$ cat config.mk
export PLATFORM = sky130hd
export DESIGN_NAME = mem_arb
export DESIGN_NICKNAME = d
export VERILOG_FILES = /design/src/rtl/mem_arb.sv
export SDC_FILE = /design/constraint.sdc
export NUM_CORES = 1
export LEC_CHECK = 0
export ABC_AREA = 1
export BUFFER_PORTS_ARGS = -buffer_cell sky130_fd_sc_hd__buf_2
export CORE_AREA = 2 2 174 176
export CTS_CLUSTER_SIZE = 25
export DETAILED_ROUTE_END_ITERATION = 10
export DIE_AREA = 0 0 176 178
export SYNTH_ARGS = -nofsm -noshare
export SYNTH_HDL_FRONTEND = slang
export SYNTH_SLANG_ARGS = --single-unit
export TNS_END_PERCENT = 30
$ cat constraint.sdc
create_clock -name i_clk -period 2.9 [get_ports i_clk]
set_input_delay 0 -clock i_clk [delete_from_list [all_inputs] [get_ports i_clk]]
set_output_delay 0 -clock i_clk [all_outputs]
set_load 0.03 [all_outputs]
$ cat src/rtl/mem_arb.sv
// Single-port memory arbiter: grants the IF or LS requester and runs one outstanding
// memory transaction at a time. Responses are routed back to the owner, with a timeout abort.
module mem_arb #(
   parameter int ADDR_W  = 32,
   parameter int DATA_W  = 64,
   parameter int LS_PRIO = 1,
   parameter int TIMEOUT = 255
) (
   input  logic                i_clk,
   input  logic                i_rst_n,
   input  logic                i_if_valid,
   input  logic [ADDR_W-1:0]   i_if_addr,
   output logic                o_if_ready,
   output logic                o_if_rvalid,
   output logic [DATA_W-1:0]   o_if_rdata,
   output logic                o_if_err,
   input  logic                i_ls_valid,
   input  logic [ADDR_W-1:0]   i_ls_addr,
   input  logic                i_ls_wen,
   input  logic [DATA_W-1:0]   i_ls_wdata,
   input  logic [DATA_W/8-1:0] i_ls_wmask,
   output logic                o_ls_ready,
   output logic                o_ls_rvalid,
   output logic [DATA_W-1:0]   o_ls_rdata,
   output logic                o_ls_err,
   output logic                o_mem_req,
   output logic [ADDR_W-1:0]   o_mem_addr,
   output logic                o_mem_wen,
   output logic [DATA_W-1:0]   o_mem_wdata,
   output logic [DATA_W/8-1:0] o_mem_wmask,
   input  logic                i_mem_ack,
   input  logic [DATA_W-1:0]   i_mem_rdata
);

   localparam int CNT_W = (TIMEOUT > 0) ? $clog2(TIMEOUT + 1) : 1;

   typedef enum logic {IDLE, BUSY} state_t;

   state_t             state, state_nxt;
   logic               grant_if, grant_ls;
   logic               owner_ls;
   logic               last_ls;
   logic [CNT_W-1:0]   cnt;
   logic               timeout_hit;
   logic               done;
   logic [DATA_W-1:0]  rsp_rdata;

   assign timeout_hit = (TIMEOUT > 0) && (cnt == CNT_W'(TIMEOUT - 1));
   assign done        = i_mem_ack || timeout_hit;
   // Stores and timeouts return zero data; ack beats a same-cycle timeout.
   assign rsp_rdata   = (i_mem_ack && !o_mem_wen) ? i_mem_rdata : '0;

   // NOTE: sequential state uses non-blocking assignments so every flop samples pre-edge values.
   always_ff @(posedge i_clk or negedge i_rst_n) begin
      if (!i_rst_n) state <= IDLE;
      else          state <= state_nxt;
   end

   // NOTE: every combinational output gets a default first, so no path can infer a latch.
   always_comb begin
      state_nxt = state;
      case (state)
         IDLE:    if (grant_if || grant_ls) state_nxt = BUSY;
         BUSY:    if (done)                 state_nxt = IDLE;
         default:                           state_nxt = IDLE;
      endcase
   end

   // Ready is the grant itself; round-robin favours the port not granted last.
   always_comb begin
      grant_ls = 1'b0;
      grant_if = 1'b0;
      if (state == IDLE) begin
         grant_ls = i_ls_valid && ((LS_PRIO != 0) || !i_if_valid || !last_ls);
         grant_if = i_if_valid && !grant_ls;
      end
      o_ls_ready = grant_ls;
      o_if_ready = grant_if;
   end

   always_ff @(posedge i_clk or negedge i_rst_n) begin
      if (!i_rst_n) begin
         o_mem_req   <= 1'b0;
         o_mem_addr  <= '0;
         o_mem_wen   <= 1'b0;
         o_mem_wdata <= '0;
         o_mem_wmask <= '0;
         owner_ls    <= 1'b0;
         last_ls     <= 1'b0;
         cnt         <= '0;
         o_if_rvalid <= 1'b0;
         o_if_rdata  <= '0;
         o_if_err    <= 1'b0;
         o_ls_rvalid <= 1'b0;
         o_ls_rdata  <= '0;
         o_ls_err    <= 1'b0;
      end else begin
         o_if_rvalid <= 1'b0;
         o_ls_rvalid <= 1'b0;
         if (state == IDLE) begin
            if (grant_ls) begin
               o_mem_req   <= 1'b1;
               o_mem_addr  <= i_ls_addr;
               o_mem_wen   <= i_ls_wen;
               o_mem_wdata <= i_ls_wdata;
               o_mem_wmask <= i_ls_wmask;
               owner_ls    <= 1'b1;
               last_ls     <= 1'b1;
               cnt         <= '0;
            end else if (grant_if) begin
               o_mem_req   <= 1'b1;
               o_mem_addr  <= i_if_addr;
               o_mem_wen   <= 1'b0;
               o_mem_wdata <= '0;
               o_mem_wmask <= '0;
               owner_ls    <= 1'b0;
               last_ls     <= 1'b0;
               cnt         <= '0;
            end
         end else begin
            cnt <= cnt + 1'b1;
            if (done) begin
               o_mem_req <= 1'b0;
               if (owner_ls) begin
                  o_ls_rvalid <= 1'b1;
                  o_ls_rdata  <= rsp_rdata;
                  o_ls_err    <= !i_mem_ack;
               end else begin
                  o_if_rvalid <= 1'b1;
                  o_if_rdata  <= rsp_rdata;
                  o_if_err    <= !i_mem_ack;
               end
            end
         end
      end
   end

endmodule

==> run metrics, run 1 <==
Max Cap Violations=0; critical path's largest stage delay=0.61 ns; TNS Setup=0 ns; post-DR vias/cell=4.80; crit path kind=register to register; Nets=1,938; vias in the first global route=10,200; Initial DRT Pass Iterations=5; Syn Inst Count=1,112; sequential share of the synthesized area=59.8%; Non-Filler Instances=2,135; routed length per instance=17.3 µm; final hold vios=0; maximum vdd ir drop=0.548 mV; Synth cell types=24; arrival time of the worst setup path=3.02 ns; Clock Skews=0.0192 ns; post-synth top area share=59.8%; GRT Overall Usage=23.0%; first-pass GRT wire length=56,900 µm; DRC=0; crit start category=register; n_diodes=0; CTS Root Cell=clkbuf_16; synth top area cells=dfrtp_1, nand2_1, nand3_1; Syn Std Cell Area=10,400 µm²; reg2reg setup slack=0.31 ns; die width=176 µm; DR vias=10,300; die area=31,300 µm²; Crit. End Element=register; Inst Count DP=1,887; initial antenna violation count=0; Clock Sinks=248; min cycle time layout=2.59 ns; I/O Buffers=445; num ports=446; crit path from=state; Synth Area per Inst=9.33 µm²; reg2reg start=state; Initial Util=35.3%; Worst-Margin Slew=0.865 ns; Rel. slew slack=42.3%; syn nets=1,320; post-CTS resize count=0; core area=29,400 µm²; status=completed; GPL Wtd Cong=0.823; GRT overflow=0; synthesis-stage register bit count=248; largest net degree at the start of global routing=82; clock slew seen by the registers of the worst setup and hold paths=0.06 ns; CTS buffer count=28; crit path cell chain=inv_2 -> nand2_2 -> clkinv_2 -> buf_4 -> nand2_1 -> nand3_1 -> dlygate4sd3_1 -> o21a_1; WL final=36,900 µm; maximum root-to-sink buffer count=3; HP Class=input pin to asynchronous set/reset pin; Critical Path RT=3.32 ns; Post-DP HPWL=23,700 µm; Pwr Density=982 nW/µm²; worst setup path endpoint=o_mem_addr[10]; final setup vio count=0; synthesis-to-layout area growth=51.7%; Antenna Nets Post-Route=0; H-tree Lvls=1; Clock Latency Late Sink=0.55 ns; area leader, netlist=dfrtp_1; Crit-path slowest cell=dlygate4sd3_1; CTS tree=built; synth warn=0; share of cells above drive strength 1=29.7%; num rows=63; R2R depth=8; chip height=178 µm; worst r2r dst=o_mem_addr[10]; DRT iter0 DRCs=704; RSZ-0062 raised after global routing=false; max-slew violations=0; post-route clock period utilization=89.5%; worst-path maximum fanout=24; Leak=8.73 nW; Max Freq=385 MHz
[state kept, by name (all words and copies together), names as in the netlist, 8 cells and up]
signal	flops
o_mem_wdata	64
o_mem_addr	32
cnt	8
o_if_rdata	64
o_mem_wmask	8
o_ls_rdata	64
[worst min path at each step]
stage                      to  cells after the start
2_1_floorplan          cnt[0]                      0
5_1_grt         o_ls_rdata[4]                      2
6_report       o_ls_rdata[31]                      2
3_3_place_gp   o_ls_rdata[31]                      1
3_5_place_dp   o_ls_rdata[31]                      1
4_1_cts         o_ls_rdata[4]                      2
[Yosys cell counts]
master and count:
buf_1 1, nor2_1 66, a22o_1 72, a31oi_1 1
nor2_2 2, a21oi_1 4, dfrtp_1 248, buf_4 2
clkbuf_1 33, nand3_1 169, nor3b_1 1, nand2_2 3
o21ai_0 7, buf_6 17, nand2_1 343, buf_2 25
o21ai_2 1, inv_1 73, nand2_4 1, ha_1 2
o21a_1 32, inv_2 6, o21ai_1 2, nand4_1 1
[through the flow]
stage / util, % / cell area [µm²] / hold WS (ns) / setup WS [ns] / power [mW]
2_1_floorplan: - / 10400 / -0.296 / 1.43 / 9.57
3_3_place_gp: 43.7 / 12900 / 0.00846 / 0.906 / 11.8
3_5_place_dp: 43.7 / 12900 / 0.00260 / 0.879 / 11.8
4_1_cts: 53.5 / 15700 / 0.00756 / 0.373 / 15.5
5_1_grt: 53.5 / 15700 / 0.0442 / 0.116 / 16.3
6_report: 53.5 / 15700 / 0.0256 / 0.305 / 15.5
[layout by cell type, fill, tap and decap left out, drive strengths merged]
master	instances
dlygate4sd3	203
clkinv	7
bufinv	1
nand2	347
dfrtp	248
nor2	68
nor3b	1
clkbuf	36
nand3	169
nand4	1
buf	463
a21oi	4
o21ai	10
inv	78
a22o	72
ha	2
clkinvlp	2
o21a	32
a31oi	1
[layer usage]
metal	GRT usage, %	routed length [µm]	share of wire [%]
met1	28.8	14600	40
met4	9.02	1630	4.4
met3	4.54	2670	7.2
met2	39.4	18000	49
met5	0	0	0
[power breakdown]
| part | total (mW) | switching, mW | internal, mW |
|---|---|---|---|
| combinational | 6.66 | 4.69 | 1.97 |
| clock | 3.36 | 1.42 | 1.94 |
| sequential | 5.44 | 0.734 | 4.70 |
| total | 15.5 | 6.84 | 8.61 |
[logic make-up (layout without fill, tap and decap cells)]
group / count (synthesis) / after routing / share of synthesized area, %
buf+inv: 157 / 790 / 7.28
simple gates: 586 / 586 / 23.5
compound gates: 119 / 119 / 9.17
flops: 248 / 248 / 59.8
fa+ha+maj: 2 / 2 / 0.241
[cell type report]
type	instances	area, µm²
repair buffers	666	4470
clock inverters	9	86.3
multi-input cells	707	3430
fillers	2615	13700
flip-flops and latches	248	6210
clock buffers	36	771
inverters	79	298
well taps	390	488
[repair_timing]
item	CTS	global route
endpoints found under the hold margin	440	0
hold buffers	203	0
buffers inserted	0	0
[critical path, delay by kind of cell, from the launching register on]
kind / cells / cell delay, ns
compound gates: 1 / 0.11
flops: 1 / 0.60
simple gates: 3 / 0.31
buf+inv: 4 / 1.44
(Power assumes the default switching activity.)
==> run 2: changes to the inputs <==
- CTS_BUF_LIST: default -> sky130_fd_sc_hd__clkbuf_4
==> run 2 against run 1 <==
Against the previous run:
- routed wire length increased by 1.8%
- combinational power about the same
- non-clock buffer count increased by 3
- first-iteration DRC count fell by 4.5%
- core utilization is 0.13 points higher
- maximum frequency grew 1.5%
- critical path depth unchanged
- register-to-register slack better by 0.04 ns
- clock skew increased by 0.018 ns
- via count rose by 3.1%
- final area is 0.24% higher
- die area is the same
==> run metrics, run 2 (synthesized netlist as in run 1, its figures left out) <==
status=completed; vias in the first global route=10,500; hold slack=0.120 ns; Crit. End Element=register; Rel. slew slack=43.9%; DRT iter0 DRCs=672; most frequent cells in the layout=buf_2, nand2_1, dfrtp_1; routed length per instance=17.0 µm; Inst Count DP=1,887; Max Freq=391 MHz; Post-DP HPWL=23,700 µm; Antenna Nets Post-Route=0; post-route clock period utilization=88.1%; Clock Skews=0.0377 ns; maximum vdd ir drop=0.468 mV; CTS tree=built; crit path from=state; crit path kind=register to register; post-DR vias/cell=4.79; Pwr Density=967 nW/µm²; TNS Setup=0 ns; share of cells above drive strength 1=32.2%; multi-input logic area=3430 µm²; Critical Path RT=3.44 ns; Leak=8.84 nW; Initial DRT Pass Iterations=5; slack of the critical path=0.344 ns; register area=6210 µm²; max-slew violations=0; worst-path maximum fanout=24; final hold vios=0; num rows=63; biggest regs=o_if_rdata x64, o_ls_rdata x64, o_mem_wdata x64; num ports=446; GRT Overall Usage=23.6%; maximum root-to-sink buffer count=3; Max Cap Violations=0; die width=176 µm; arrival time of the worst setup path=3.09 ns; clock slew seen by the registers of the worst setup and hold paths=0.06 ns; CTS Root Cell=clkbuf_4; CTS buffer count=70; pre-CTS setup slack=0.879 ns; final setup vio count=0; hold path startpoint=i_if_valid; H-tree Lvls=3; Clock Latency Late Sink=0.66 ns; Non-Filler Instances=2,208; initial antenna violation count=2; core area=29,400 µm²; RSZ-0062 raised after global routing=false; DRC=0; chip height=178 µm; Worst-Margin Slew=0.841 ns; Initial Util=35.3%; commonest non-fill, non-tap cell in the layout=buf_2; largest net degree at the start of global routing=82; min cycle time layout=2.56 ns; Fill cells=2,671; first-pass GRT wire length=57,900 µm; HP Class=input pin to register; synthesis-to-layout area growth=52.1%; GRT overflow=0; Clock Sinks=248; die area=31,300 µm²; I/O Buffers=445; crit start category=register; DR vias=10,600; reg2reg start=state; WL final=37,600 µm; Nets=1,983; GPL Wtd Cong=0.823
[run 2: changes by cell type in the layout (fill, tap and decap cells not counted), moves of 2 or more]
cell / previous run / this run
clkinvlp_4: 2 / 0
clkinv_1: 0 / 7
clkbuf_16: 28 / 0
clkbuf_4: 0 / 98
inv_2: 5 / 7
dlygate4sd3_1: 203 / 205
clkinv_2: 6 / 3
clkinv_4: 0 / 4
clkbuf_1: 4 / 0
clkbuf_8: 4 / 0
[run 2: layout make-up]
type / instances / share of cell area [%]
antenna: 1 / 0.0159
clock buffer: 98 / 4.66
clock inverter: 16 / 0.690
inverter: 79 / 1.89
multi-input combinational: 707 / 21.7
sequential: 248 / 39.3
tap: 390 / 3.09
timing repair buffer: 669 / 28.6
[run 2: worst paths after layout]
kind                                  endpoint  slack (ns)  cells past startpoint
worst max-delay path            o_mem_addr[10]        0.34                      8
worst min-delay path                 o_mem_req        0.12                      4
worst max register to register  o_mem_addr[10]        0.34                      8
worst min register to register  o_ls_rdata[29]        0.46                      2
max in group asynchronous       o_if_rdata[50]        1.80                      4
min in group asynchronous       o_ls_rdata[18]        0.57                      4
[run 2: worst max-delay path, cell delays in order, from the launching register on]
cell and delay, ns:
dfrtp_1 0.60, inv_2 0.17, nand2_2 0.11, clkinv_2 0.31
buf_4 0.35, nand2_1 0.10, nand3_1 0.08, dlygate4sd3_1 0.62
o21a_1 0.11
[run 2: timing repair]
action	4_1_cts	5_1_grt
hold buffers	206	0
resized for setup	0	0
endpoints found under the hold margin	484	0
buffers inserted	0	0
setup endpoints to repair	0	0
[run 2: where the power goes]
part | switching (mW) | total (mW) | internal (mW)
registers | 0.737 | 5.44 | 4.70
logic | 4.69 | 6.67 | 1.97
clock network | 1.50 | 3.15 | 1.65
total | 6.93 | 15.3 | 8.32
[run 2: stage by stage]
stage | utilization, % | power [mW] | cell area [µm²]
floorplan | - | 9.57 | 10400
global placement | 43.7 | 11.8 | 12900
detailed placement | 43.7 | 11.8 | 12900
CTS | 53.7 | 15.4 | 15800
global route | 53.7 | 16.2 | 15800
finish | 53.7 | 15.3 | 15800
[run 2: metal layers]
metal  GRT usage (%)  part of all wire (%)
met1            28.6                    39
met2            39.5                    49
met4            11.5                   4.6
met5               0                 0.024
met3            5.86                   7.3
